$ cat config.mk
export PLATFORM = sky130hd
export DESIGN_NAME = regu_sp_ctrl_flat
export DESIGN_NICKNAME = d
export VERILOG_FILES = /design/src/rtl/regu_sp_ctrl_pkg.sv /design/src/rtl/regu_sp_ctrl_if.sv /design/src/rtl/regu_sp_ctrl_ramp_step.sv /design/src/rtl/regu_sp_ctrl.sv /design/src/flat_wrapper.sv
export SDC_FILE = /design/constraint.sdc
export NUM_CORES = 1
export LEC_CHECK = 0
export ABC_AREA = 1
export CAP_MARGIN = 40
export CORE_ASPECT_RATIO = 2
export CORE_MARGIN = 10
export CORE_UTILIZATION = 63
export DETAILED_ROUTE_END_ITERATION = 6
export HOLD_SLACK_MARGIN = 0.15
export PLACE_DENSITY = 0.95
export SETUP_SLACK_MARGIN = 0.15
export SYNTH_ARGS = -nofsm -noshare
export SYNTH_HDL_FRONTEND = slang
export SYNTH_SLANG_ARGS = --single-unit
$ cat constraint.sdc
create_clock -name i_clk -period 12.5 [get_ports i_clk]
set_input_delay 2.5 -clock i_clk [delete_from_list [all_inputs] [get_ports i_clk]]
set_output_delay 2.5 -clock i_clk [all_outputs]
set_load 0.01 [all_outputs]
$ cat src/rtl/regu_sp_ctrl_pkg.sv
// Package regu_pkg: shared definitions for the set-point sequencer.
//   REGU_W            default set-point / target width (signed)
//   REGU_CLR_TIMEOUT  default cycles to wait in CLEAR for the interlock flag
//   ST_*              state encodings visible on o_state
//   is_fault_state()  true for states in which the output is forced safe
package regu_pkg;

  localparam int REGU_W           = 32;
  localparam int REGU_CLR_TIMEOUT = 16;

  typedef logic [2:0] regu_state_t;

  localparam regu_state_t ST_IDLE  = 3'd0;
  localparam regu_state_t ST_RAMP  = 3'd1;
  localparam regu_state_t ST_FAULT = 3'd2;
  localparam regu_state_t ST_CLEAR = 3'd3;

  function automatic logic is_fault_state(input regu_state_t s);
    return (s == ST_FAULT) || (s == ST_CLEAR);
  endfunction

endpackage

$ cat src/rtl/regu_sp_ctrl_if.sv
// Command handshake between the host register block and the sequencer.
//   cmd_valid   host -> sequencer  target command valid
//   cmd_target  host -> sequencer  signed target set point
//   cmd_ready   sequencer -> host  command accepted when valid & ready
// master: host side, slave: sequencer side.
interface regu_sp_ctrl_if
  import regu_pkg::*;
#(
  parameter int W = REGU_W
) ();

  logic         cmd_valid;
  logic [W-1:0] cmd_target;
  logic         cmd_ready;

  modport master (output cmd_valid, output cmd_target, input cmd_ready);
  modport slave  (input cmd_valid, input cmd_target, output cmd_ready);

endinterface

$ cat src/rtl/regu_sp_ctrl_ramp_step.sv
// regu_ramp_step: ramp tick timer and next-set-point arithmetic.
//   i_clk, i_rst  clock, synchronous active-high reset
//   i_cnt_clr     force the tick counter to 0
//   i_cnt_en      advance the tick counter (only while ramping)
//   i_period      tick period minus one
//   i_step        unsigned step magnitude, 0 = jump to target
//   i_sp          current set point (signed)
//   i_target      target the step moves toward (signed)
//   o_tick        counter is at its terminal value this cycle
//   o_next_sp     set point after a tick
//   o_reached     a tick this cycle lands exactly on the target
module regu_ramp_step
  import regu_pkg::*;
#(
  parameter int W = REGU_W
) (
  input  logic         i_clk,
  input  logic         i_rst,
  input  logic         i_cnt_clr,
  input  logic         i_cnt_en,
  input  logic [31:0]  i_period,
  input  logic [W-1:0] i_step,
  input  logic [W-1:0] i_sp,
  input  logic [W-1:0] i_target,
  output logic         o_tick,
  output logic [W-1:0] o_next_sp,
  output logic         o_reached
);

  logic [31:0] cnt;
  logic [W:0]  diff;
  logic [W:0]  mag;
  logic        neg;

  assign o_tick = i_cnt_en && (cnt == i_period);

  always_ff @(posedge i_clk) begin
    if (i_rst || i_cnt_clr) begin
      cnt <= '0;
    end else if (i_cnt_en) begin
      cnt <= o_tick ? 32'd0 : cnt + 32'd1;
    end
  end

  // One extra bit so target - sp cannot wrap for any pair of W-bit values.
  always_comb begin
    diff      = {i_target[W-1], i_target} - {i_sp[W-1], i_sp};
    neg       = diff[W];
    mag       = neg ? (~diff + 1'b1) : diff;
    o_reached = (i_step == '0) || (mag <= {1'b0, i_step});
    // A partial step lands strictly between sp and target, so the W-bit
    // modular sum/difference is already the exact signed result.
    if (o_reached) begin
      o_next_sp = i_target;
    end else if (neg) begin
      o_next_sp = i_sp - i_step;
    end else begin
      o_next_sp = i_sp + i_step;
    end
  end

endmodule

$ cat src/rtl/regu_sp_ctrl.sv
// regu_sp_ctrl: set-point sequencer in front of the regulation interlock.
//   i_clk, i_rst   clock, synchronous active-high reset
//   cmd            command handshake (slave side): valid/target/ready
//   i_step         unsigned step per ramp tick, 0 = jump to target
//   i_period       ramp tick period minus one
//   i_regu_en      host enable for interlock supervision
//   i_regu_flag    interlock fault flag (level)
//   i_clr_req      host clear request (pulse)
//   o_set_point    set point to interlock and regulator
//   o_regu_en      i_regu_en gated off while faulted
//   o_intl_clr     one-cycle interlock clear pulse
//   o_done         one-cycle pulse with the final set point of a ramp
//   o_fault        high in FAULT and CLEAR
//   o_state        current state encoding
//
// state | meaning
// IDLE  | set point holds, waiting for a target command
// RAMP  | stepping the set point toward the target once per tick
// FAULT | interlock tripped, set point forced to 0, waiting for clear request
// CLEAR | clear pulse issued, waiting for the interlock flag to drop
module regu_sp_ctrl
  import regu_pkg::*;
#(
  parameter int W           = REGU_W,
  parameter int CLR_TIMEOUT = REGU_CLR_TIMEOUT
) (
  input  logic          i_clk,
  input  logic          i_rst,
  regu_sp_ctrl_if.slave cmd,
  input  logic [W-1:0]  i_step,
  input  logic [31:0]   i_period,
  input  logic          i_regu_en,
  input  logic          i_regu_flag,
  input  logic          i_clr_req,
  output logic [W-1:0]  o_set_point,
  output logic          o_regu_en,
  output logic          o_intl_clr,
  output logic          o_done,
  output logic          o_fault,
  output logic [2:0]    o_state
);

  localparam logic [15:0] CLR_LAST = 16'(CLR_TIMEOUT - 1);

  regu_state_t  state;
  regu_state_t  state_d;
  logic [W-1:0] target;
  logic [W-1:0] target_d;
  logic [W-1:0] sp_d;
  logic [W-1:0] eff_target;
  logic [W-1:0] next_sp;
  logic [15:0]  clr_cnt;
  logic [15:0]  clr_cnt_d;
  logic         in_run;
  logic         accept;
  logic         fault_entry;
  logic         cnt_clr;
  logic         cnt_en;
  logic         tick;
  logic         reached;
  logic         done_d;
  logic         intl_clr_d;

  assign in_run        = (state == ST_IDLE) || (state == ST_RAMP);
  assign cmd.cmd_ready = in_run && !i_regu_flag;
  assign accept        = cmd.cmd_valid && cmd.cmd_ready;
  assign fault_entry   = in_run && i_regu_flag;

  // A retarget arriving on a tick steers that tick toward the new target.
  assign eff_target = ((state == ST_RAMP) && accept) ? cmd.cmd_target : target;

  // Retargeting while ramping keeps the tick phase; only a fresh start or a
  // fault restarts it.
  assign cnt_clr = fault_entry || ((state == ST_IDLE) && accept);
  assign cnt_en  = (state == ST_RAMP) && !i_regu_flag;

  regu_ramp_step #(
    .W(W)
  ) u_ramp_step (
    .i_clk     (i_clk),
    .i_rst     (i_rst),
    .i_cnt_clr (cnt_clr),
    .i_cnt_en  (cnt_en),
    .i_period  (i_period),
    .i_step    (i_step),
    .i_sp      (o_set_point),
    .i_target  (eff_target),
    .o_tick    (tick),
    .o_next_sp (next_sp),
    .o_reached (reached)
  );

  always_comb begin
    state_d    = state;
    sp_d       = o_set_point;
    target_d   = target;
    clr_cnt_d  = clr_cnt;
    done_d     = 1'b0;
    intl_clr_d = 1'b0;
    case (state)
      ST_IDLE: begin
        if (fault_entry) begin
          state_d  = ST_FAULT;
          sp_d     = '0;
          target_d = '0;
        end else if (accept) begin
          target_d = cmd.cmd_target;
          state_d  = ST_RAMP;
        end
      end
      ST_RAMP: begin
        if (fault_entry) begin
          state_d  = ST_FAULT;
          sp_d     = '0;
          target_d = '0;
        end else begin
          if (accept) begin
            target_d = cmd.cmd_target;
          end
          if (tick) begin
            sp_d = next_sp;
            if (reached) begin
              done_d  = 1'b1;
              state_d = ST_IDLE;
            end
          end
        end
      end
      ST_FAULT: begin
        sp_d = '0;
        if (i_clr_req) begin
          intl_clr_d = 1'b1;
          clr_cnt_d  = '0;
          state_d    = ST_CLEAR;
        end
      end
      ST_CLEAR: begin
        sp_d = '0;
        if (!i_regu_flag) begin
          state_d = ST_IDLE;
        end else if (clr_cnt == CLR_LAST) begin
          state_d = ST_FAULT;
        end else begin
          clr_cnt_d = clr_cnt + 16'd1;
        end
      end
      default: begin
        state_d  = ST_IDLE;
        sp_d     = '0;
        target_d = '0;
      end
    endcase
  end

  always_ff @(posedge i_clk) begin
    if (i_rst) begin
      state       <= ST_IDLE;
      o_set_point <= '0;
      target      <= '0;
      clr_cnt     <= '0;
      o_done      <= 1'b0;
      o_intl_clr  <= 1'b0;
      o_fault     <= 1'b0;
      o_regu_en   <= 1'b0;
    end else begin
      state       <= state_d;
      o_set_point <= sp_d;
      target      <= target_d;
      clr_cnt     <= clr_cnt_d;
      o_done      <= done_d;
      o_intl_clr  <= intl_clr_d;
      // Both follow the state being entered so they change with it.
      o_fault     <= is_fault_state(state_d);
      o_regu_en   <= i_regu_en && !is_fault_state(state_d);
    end
  end

  assign o_state = state;

endmodule

$ cat src/flat_wrapper.sv
// flat-port wrapper written by rule: the top's interface ports become plain ports
module regu_sp_ctrl_flat import regu_pkg::*;
#(
  parameter int W           = REGU_W,
  parameter int CLR_TIMEOUT = REGU_CLR_TIMEOUT
)
  (i_clk, i_rst, i_step, i_period, i_regu_en, i_regu_flag, i_clr_req, o_set_point, o_regu_en, o_intl_clr, o_done, o_fault, o_state, cmd_cmd_valid, cmd_cmd_target, cmd_cmd_ready);
  regu_sp_ctrl_if #(.W(W)) cmd_i ();
  input  logic i_clk;
  input  logic i_rst;
  input  logic [W-1:0] i_step;
  input  logic [31:0] i_period;
  input  logic i_regu_en;
  input  logic i_regu_flag;
  input  logic i_clr_req;
  output logic [W-1:0] o_set_point;
  output logic o_regu_en;
  output logic o_intl_clr;
  output logic o_done;
  output logic o_fault;
  output logic [2:0] o_state;
  input wire logic [$bits(cmd_i.cmd_valid)-1:0] cmd_cmd_valid;
  input wire logic [$bits(cmd_i.cmd_target)-1:0] cmd_cmd_target;
  output wire logic [$bits(cmd_i.cmd_ready)-1:0] cmd_cmd_ready;
  assign cmd_i.cmd_valid = cmd_cmd_valid;
  assign cmd_i.cmd_target = cmd_cmd_target;
  assign cmd_cmd_ready = cmd_i.cmd_ready;
  regu_sp_ctrl #(.W(W), .CLR_TIMEOUT(CLR_TIMEOUT)) u_core (.i_clk(i_clk), .i_rst(i_rst), .cmd(cmd_i), .i_step(i_step), .i_period(i_period), .i_regu_en(i_regu_en), .i_regu_flag(i_regu_flag), .i_clr_req(i_clr_req), .o_set_point(o_set_point), .o_regu_en(o_regu_en), .o_intl_clr(o_intl_clr), .o_done(o_done), .o_fault(o_fault), .o_state(o_state));
endmodule
; ---- Word-level counts from Yosys, hierarchy flattened
; Index checks and enable logic that the tools add are counted.
[word_totals]
word_cells = 86
regBits = 119
output_inout_bits = 40
input_bits = 102
[classes]
n_addsub = 6
magnitude_cmp = 1
eq_ne = 13
reduce_logical = 25
bitwise = 5
mux = 27
[op_table]
columns = op, n
row1 = 32-bit two-way mux, 9
row2 = 32-bit one-hot mux with 2 select lines, 2
row3 = 16-bit two-way mux, 3
row4 = "33-bit by 1-bit adder with 33-bit output, second input constant", 1
row5 = 33-bit by 32-bit <= comparator with 1-bit output, 1
row6 = 33-bit two-way mux, 1
row7 = 33-bit inverter, 1
row8 = 32-bit by 32-bit subtractor with 33-bit output, 1
row9 = "32-bit by 1-bit adder with 32-bit output, second input constant", 1
row10 = 32-bit adder, 1
row11 = 32-bit == test, 1
row12 = 32-bit zero test, 1
row13 = 16-bit one-hot mux with 2 select lines, 1
row14 = 32-bit subtractor, 1
row15 = 3-bit two-way mux, 8
row16 = "16-bit by 1-bit adder with 16-bit output, second input constant", 1
row17 = "16-bit by 4-bit == test with 1-bit output, second input constant", 1
row18 = "3-bit by 2-bit == test with 1-bit output, second input constant", 4
row19 = 3-bit one-hot mux with 4 select lines, 1
row20 = 1-bit logical AND, 8
row21 = "2-bit != test, second input constant", 3
row22 = 2-bit OR reduction, 3
row23 = 1-bit logical OR, 5
row24 = 1-bit inverter, 4
row25 = 11 further kinds, 14

; ---- Logic depth before layout (Yosys ltp)
[logic_depth]
word_depth = 20
ltp_mapped = 52
mapped_depth_nobuf = 48

; ---- By module
; A second synthesis with hierarchy kept.
[unflattened]
hier_cells = 2304
area_unflattened_um2 = 13820.8
[modules_own_cells]
columns = module, seq_area_each_um2, n_inst, cells_per_inst, area_per_inst_um2
row1 = regu_ramp_step, 640.6, 1, 1807, 9880.7
row2 = regu_sp_ctrl, 1741.7, 1, 497, 3940.0

; ---- Worst setup path before layout
; Ideal clock, no wire load.
[synth_timing]
kind = input to register
start = input i_regu_flag
end = register u_core.o_set_point[23]
required_ns = 12.368
n_path_buf = 4
slack_ns = 4.583
stages = 37
arrival_time_ns = 7.785
setup_time_ns = 0.132
path_cell_list = nor2_1 > nand2_1 > nor2_1 > buf_2 > clkbuf_1 > mux2i_1 > ha_1 > inv_1 > fa_1 > nand2_1 > inv_1 > nand2_1 > nand2_1 > nand2_1 > nand2_1 > nand2_1 > nand2_1 > nand3b_1 > nand3_1 > nand2_1 > buf_2 > buf_1 > nand2_1 > xor2_1 > ha_1 > nand2_1 > o21ai_0 > a21oi_1 > o21ai_0 > nand3_1 > nand2_1 > nand2_1 > o21ai_0 > xnor2_1 > nand3_1 > nand3_1 > a21oi_1
[synth_between]
elab_chain_cells = 15
word_cells_on_any_way = 22
cone_classes = add/sub (2) / order compare (1) / eq/ne (2) / mux (7) / bitwise (1) / reduce/logical (9)
[synth_lines]
columns = element, line_no
row1 = start: declaration, flat_wrapper.sv:14  ; input logic i_regu_flag;
row2 = 1-bit zero test, "regu_sp_ctrl.sv:65, regu_sp_ctrl.sv:75"
row3 = 1-bit logical AND, regu_sp_ctrl.sv:65  ; assign cmd.cmd_ready = in_run && !i_regu_flag;
row4 = 1-bit logical AND, regu_sp_ctrl.sv:66  ; assign accept = cmd.cmd_valid && cmd.cmd_ready;
row5 = 1-bit logical AND, regu_sp_ctrl.sv:70  ; assign eff_target = ((state == ST_RAMP) && accept) ? cmd.cmd_target : target;
row6 = 32-bit two-way mux, regu_sp_ctrl.sv:70
row7 = 32-bit by 32-bit subtractor with 33-bit output, regu_sp_ctrl_ramp_step.sv:47  ; diff = {i_target[W-1], i_target} - {i_sp[W-1], i_sp};
row8 = 33-bit inverter, regu_sp_ctrl_ramp_step.sv:49  ; mag = neg ? (~diff + 1'b1) : diff;
row9 = 33-bit by 1-bit adder with 33-bit output, regu_sp_ctrl_ramp_step.sv:49
row10 = 33-bit two-way mux, regu_sp_ctrl_ramp_step.sv:49
row11 = 33-bit by 32-bit <= comparator with 1-bit output, regu_sp_ctrl_ramp_step.sv:50  ; o_reached = (i_step == '0) || (mag <= {1'b0, i_step});
row12 = 1-bit logical OR, regu_sp_ctrl_ramp_step.sv:50
row13 = 32-bit two-way mux, regu_sp_ctrl_ramp_step.sv:53  ; if (o_reached) begin
row14 = 32-bit two-way mux, regu_sp_ctrl.sv:120  ; if (tick) begin
row15 = 32-bit two-way mux, regu_sp_ctrl.sv:112  ; if (fault_entry) begin
row16 = 32-bit one-hot mux with 2 select lines, regu_sp_ctrl.sv:100  ; case (state)
row17 = end signal: assignment, regu_sp_ctrl.sv:167  ; o_set_point <= sp_d;
row18 = end: declaration, regu_sp_ctrl.sv:35  ; output logic [W-1:0] o_set_point,
; Several ways; a longest one is shown, not always the timed one. The select of a mux whose other input is x is not followed.
; A chain may end at the register's enable or synchronous reset.

; ---- Worst setup path after layout
[layout_timing]
start = input i_regu_flag
end = register u_core.o_set_point[19]
; Same word-level chain as after synthesis.

==> flow_metrics.py <==
metrics = {
    "outcome": {
        "status": "complete, but fails checks",
        "violations": "design-rule violations",
    },
    "detailed_routing": {
        "drc": 27,
        "dr.pass1.iters": 7,
        "drt_iter0_markers": 1533,
        "dr_total_vias": 15800,
        "routed_via_density": 6.05,
        "routed_wl_mm": 55.9,
        "ant_nets": 0,
        "wl_per_cell_microns": 21.5,
    },
    "clocking": {
        "worst_skew_pair.late_latency_ns": 0.46,
        "ctsLongestPathBuffers": 2,
        "clk_pin_slew_ns": 0.07,
        "cts_setup_buffers": 0,
        "cts_root_buf": "clkbuf_16",
        "htreeDepth": 4,
        "cts_tree": "yes",
        "clock_sinks": 119,
        "cts_buffers": 17,
        "ctsHoldBuffers": 0,
        "cts_resized": 0,
    },
    "critical_path": {
        "r2r_end": "u_core.o_set_point[19]$_SDFFE_PP0P_",
        "reg2reg_from": "u_core.o_state[1]$_SDFF_PP0_",
        "cp.required_ns": 12.88,
        "worstSetupStartpointType": "input port",
        "rr_worst_depth": 41,
        "r2r_slack_ns": 4.98,
        "worstSetupEndpointType": "flip-flop",
        "path_class": "in -> reg",
        "cp_common_cell": "nand2_1",
        "cp_max_fo": 33,
        "arrival_ns": 9.99,
        "cpPeakStageDelay_ns": 0.49,
        "cpMaxStageDelayCell": "clkdlybuf4s50_1",
    },
    "timing": {
        "rsz0062_at_grt": "no",
        "slew_viol_final": 0,
        "tns_ns": 0,
        "post-route-period-util": 0.769,
        "max_freq_mhz": 104,
        "relSlewSlack": 0.389,
        "worst_pin_slew_ns": 0.907,
        "fin_skew_ns": 0.0139,
        "min_period_ns": 9.61,
        "finalHoldViolCount": 0,
        "setup_violations": 0,
    },
    "hold_path": {
        "min_from": "u_core.target[26]$_SDFFE_PP0P_",
        "whs_endpoint": "u_core.target[26]$_SDFFE_PP0P_",
        "hp-class": "reg -> reg",
        "min_path_cells": 2,
    },
    "final_layout": {
        "syn2layout_area_growth_pct": 17.7,
        "final-seq-area_sq_mm": 0.00238,
        "fill_cells": 1719,
        "design_area_sq_mm": 0.0152,
        "num_antenna_cells": 0,
        "fin_nets": 2527,
        "drive_above_1_share": 0.0436,
        "multi_input_area_sq_mm": 0.00902,
    },
    "synthesis": {
        "synthArstFlopShare": 0,
        "synth_cell_types": 53,
        "syn-num-nets": 2400,
        "synth-xor-area-share": 0.0779,
        "ys_warn_count": 0,
        "yosys.area_share.simple": 0.374,
        "synthAdderAreaFrac": 0.0988,
        "ys_seq_area_frac": 0.184,
        "syn_area_sq_mm": 0.0129,
        "synth_top_family_by_area": "simple AND/OR/NAND/NOR gates",
        "synthMuxAreaShare": 0.0225,
        "synth_compound_area_frac": 0.124,
        "synth-main-ff-cell": "dfxtp_1",
        "synth_seq_cells": 119,
        "synth_area_per_cell_sq_um": 5.89,
        "synth_edf_count": 0,
        "synth_cells": 2197,
    },
    "grt": {
        "gr-usage-met2": 0.710,
        "grt_pass1_wl_mm": 84.3,
        "grt_overflow": 0,
        "met1_usage": 0.354,
        "busiest_layer": "met2",
        "grt_pass1_vias": 16000,
        "antenna_found_initial": 0,
        "grt_max_degree": 77,
        "grt_use_total": 0.405,
        "grt_util_met3": 0.0945,
    },
    "placement": {
        "place_area_sq_mm": 0.0146,
        "dp_hpwl_mm": 42.8,
        "routabilityCongestion": 1.08,
        "portBuffers": 141,
    },
    "power": {
        "irDropWorstVdd_mv": 0.151,
        "p_leak_nw": 7.30,
        "power_density_mw_per_mm2": 115,
        "power_mw": 1.75,
    },
    "floorplan": {
        "initial_core_util": 0.635,
        "coreArea_sq_mm": 0.0204,
        "io_pins": 142,
        "fp.dieW_microns": 121,
        "std_cell_rows": 74,
        "die_h_microns": 223,
        "die-area_sq_mm": 0.0270,
    },
    "flow_run": {
        "cap_viol_max_count": 0,
    },
}
report_power, final:
part	internal, mW	switching [mW]	leakage, nW	total [mW]
Sequential	0.382	0.00211	0.960	0.385
Combinational	0.276	0.582	6.05	0.858
Clock	0.282	0.221	0.287	0.503
Total	0.940	0.806	7.30	1.75
cell families after synthesis:
group,count (synthesis)
AO/OA/AOI/OAI,294
XOR/XNOR,115
adder cells (fa/ha/maj),101
buffers and inverters,404
flip-flops,119
multiplexers,26
other,1
AND/OR/NAND/NOR,1137
Yosys cell counts, drive strengths merged (4+ instances only):
cell | n | area share
a211oi | 6 | 0.0035
a21boi | 4 | 0.0023
a21o | 5 | 0.0029
a21oi | 181 | 0.070
a31oi | 6 | 0.0029
and3 | 4 | 0.0019
buf | 12 | 0.0053
clkbuf | 32 | 0.0093
dfxtp | 119 | 0.18
ha | 99 | 0.096
inv | 359 | 0.10
mux2 | 25 | 0.022
nand2 | 623 | 0.18
nand3 | 154 | 0.060
nand3b | 12 | 0.0070
nand4 | 31 | 0.015
nor2 | 231 | 0.068
nor3 | 43 | 0.018
nor4 | 24 | 0.012
o21a | 10 | 0.0058
o21ai | 65 | 0.025
or2 | 10 | 0.0048
xnor2 | 33 | 0.022
xor2 | 82 | 0.056
stage by stage:
stage               instances  worst slack [ns]  hold slack, ns  utilization
finish                   2603              2.89           0.464        0.747
global route             2603              2.37           0.473        0.747
CTS                      2603              3.07           0.462        0.747
detailed placement       2571              2.59           0.453        0.719
global placement         2566              1.78           0.447        0.714
floorplan                2197              4.58           0.438            -
layout make-up:
class / instances / share of cell area
multi-input combinational: 1674 / 0.593
sequential: 119 / 0.157
timing repair buffer: 152 / 0.102
inverter: 360 / 0.0888
clock buffer: 17 / 0.0280
tap: 266 / 0.0219
clock inverter: 15 / 0.0104
worst max-delay path, delay by kind of cell:
kind | cells | cell delay (ns)
muxes | 1 | 0.31
adders and majority gates | 3 | 0.93
and+or+nand+nor | 20 | 2.36
buffers and inverters | 9 | 2.08
AOI/OAI and AO/OA | 7 | 1.75
flip-flops by register name, indices dropped and copies added, names as in the netlist:
name / count
u_core.o_regu_en: 1
u_core.target: 32
u_core.o_intl_clr: 1
u_core.o_done: 1
u_core.clr_cnt: 16
u_core.o_set_point: 32
u_core.u_ramp_step.cnt: 32
u_core.o_fault: 1
u_core.o_state: 3
cells in the final DEF (no fill, tap or decap), types with 6 or more instances in the layout:
cell type and n:
nor2_1 224, xnor2_1 33, buf_4 6, nor3_1 40, nand4_1 30, clkbuf_16 17
xor2_1 82, nand2_1 616, o21a_1 10, inv_1 357, or2_2 10, clkdlybuf4s50_1 140
nor4_1 23, nand3b_1 12, mux2_2 25, a21oi_1 180, a31oi_1 6, dfxtp_1 119
ha_1 99, a211oi_1 6, nor2_2 6, nand3_1 154, o21ai_0 64
how the worst max path moves through the flow:
stage                      startpoint                             endpoint  slack, ns  cells after the start
after global routing      i_regu_flag  u_core.o_set_point[26]$_SDFFE_PP0P_       2.37                     39
after floorplan           i_regu_flag  u_core.o_set_point[23]$_SDFFE_PP0P_       4.58                     37
after global placement    i_regu_flag  u_core.o_set_point[23]$_SDFFE_PP0P_       1.78                     33
after detailed placement  i_regu_flag  u_core.o_set_point[26]$_SDFFE_PP0P_       2.59                     39
after CTS                 i_regu_flag  u_core.o_set_point[26]$_SDFFE_PP0P_       3.07                     39
final                     i_regu_flag  u_core.o_set_point[19]$_SDFFE_PP0P_       2.89                     40
layer usage:
layer  vias up  wire [microns]  share of wire
met5         -               0              0
met4         0            6940           0.12
met3       437            4350          0.078
met2       999           27600           0.49
met1      7019           17000           0.30
li1       7301               -              -
Power figures use the tool's default switching activity.
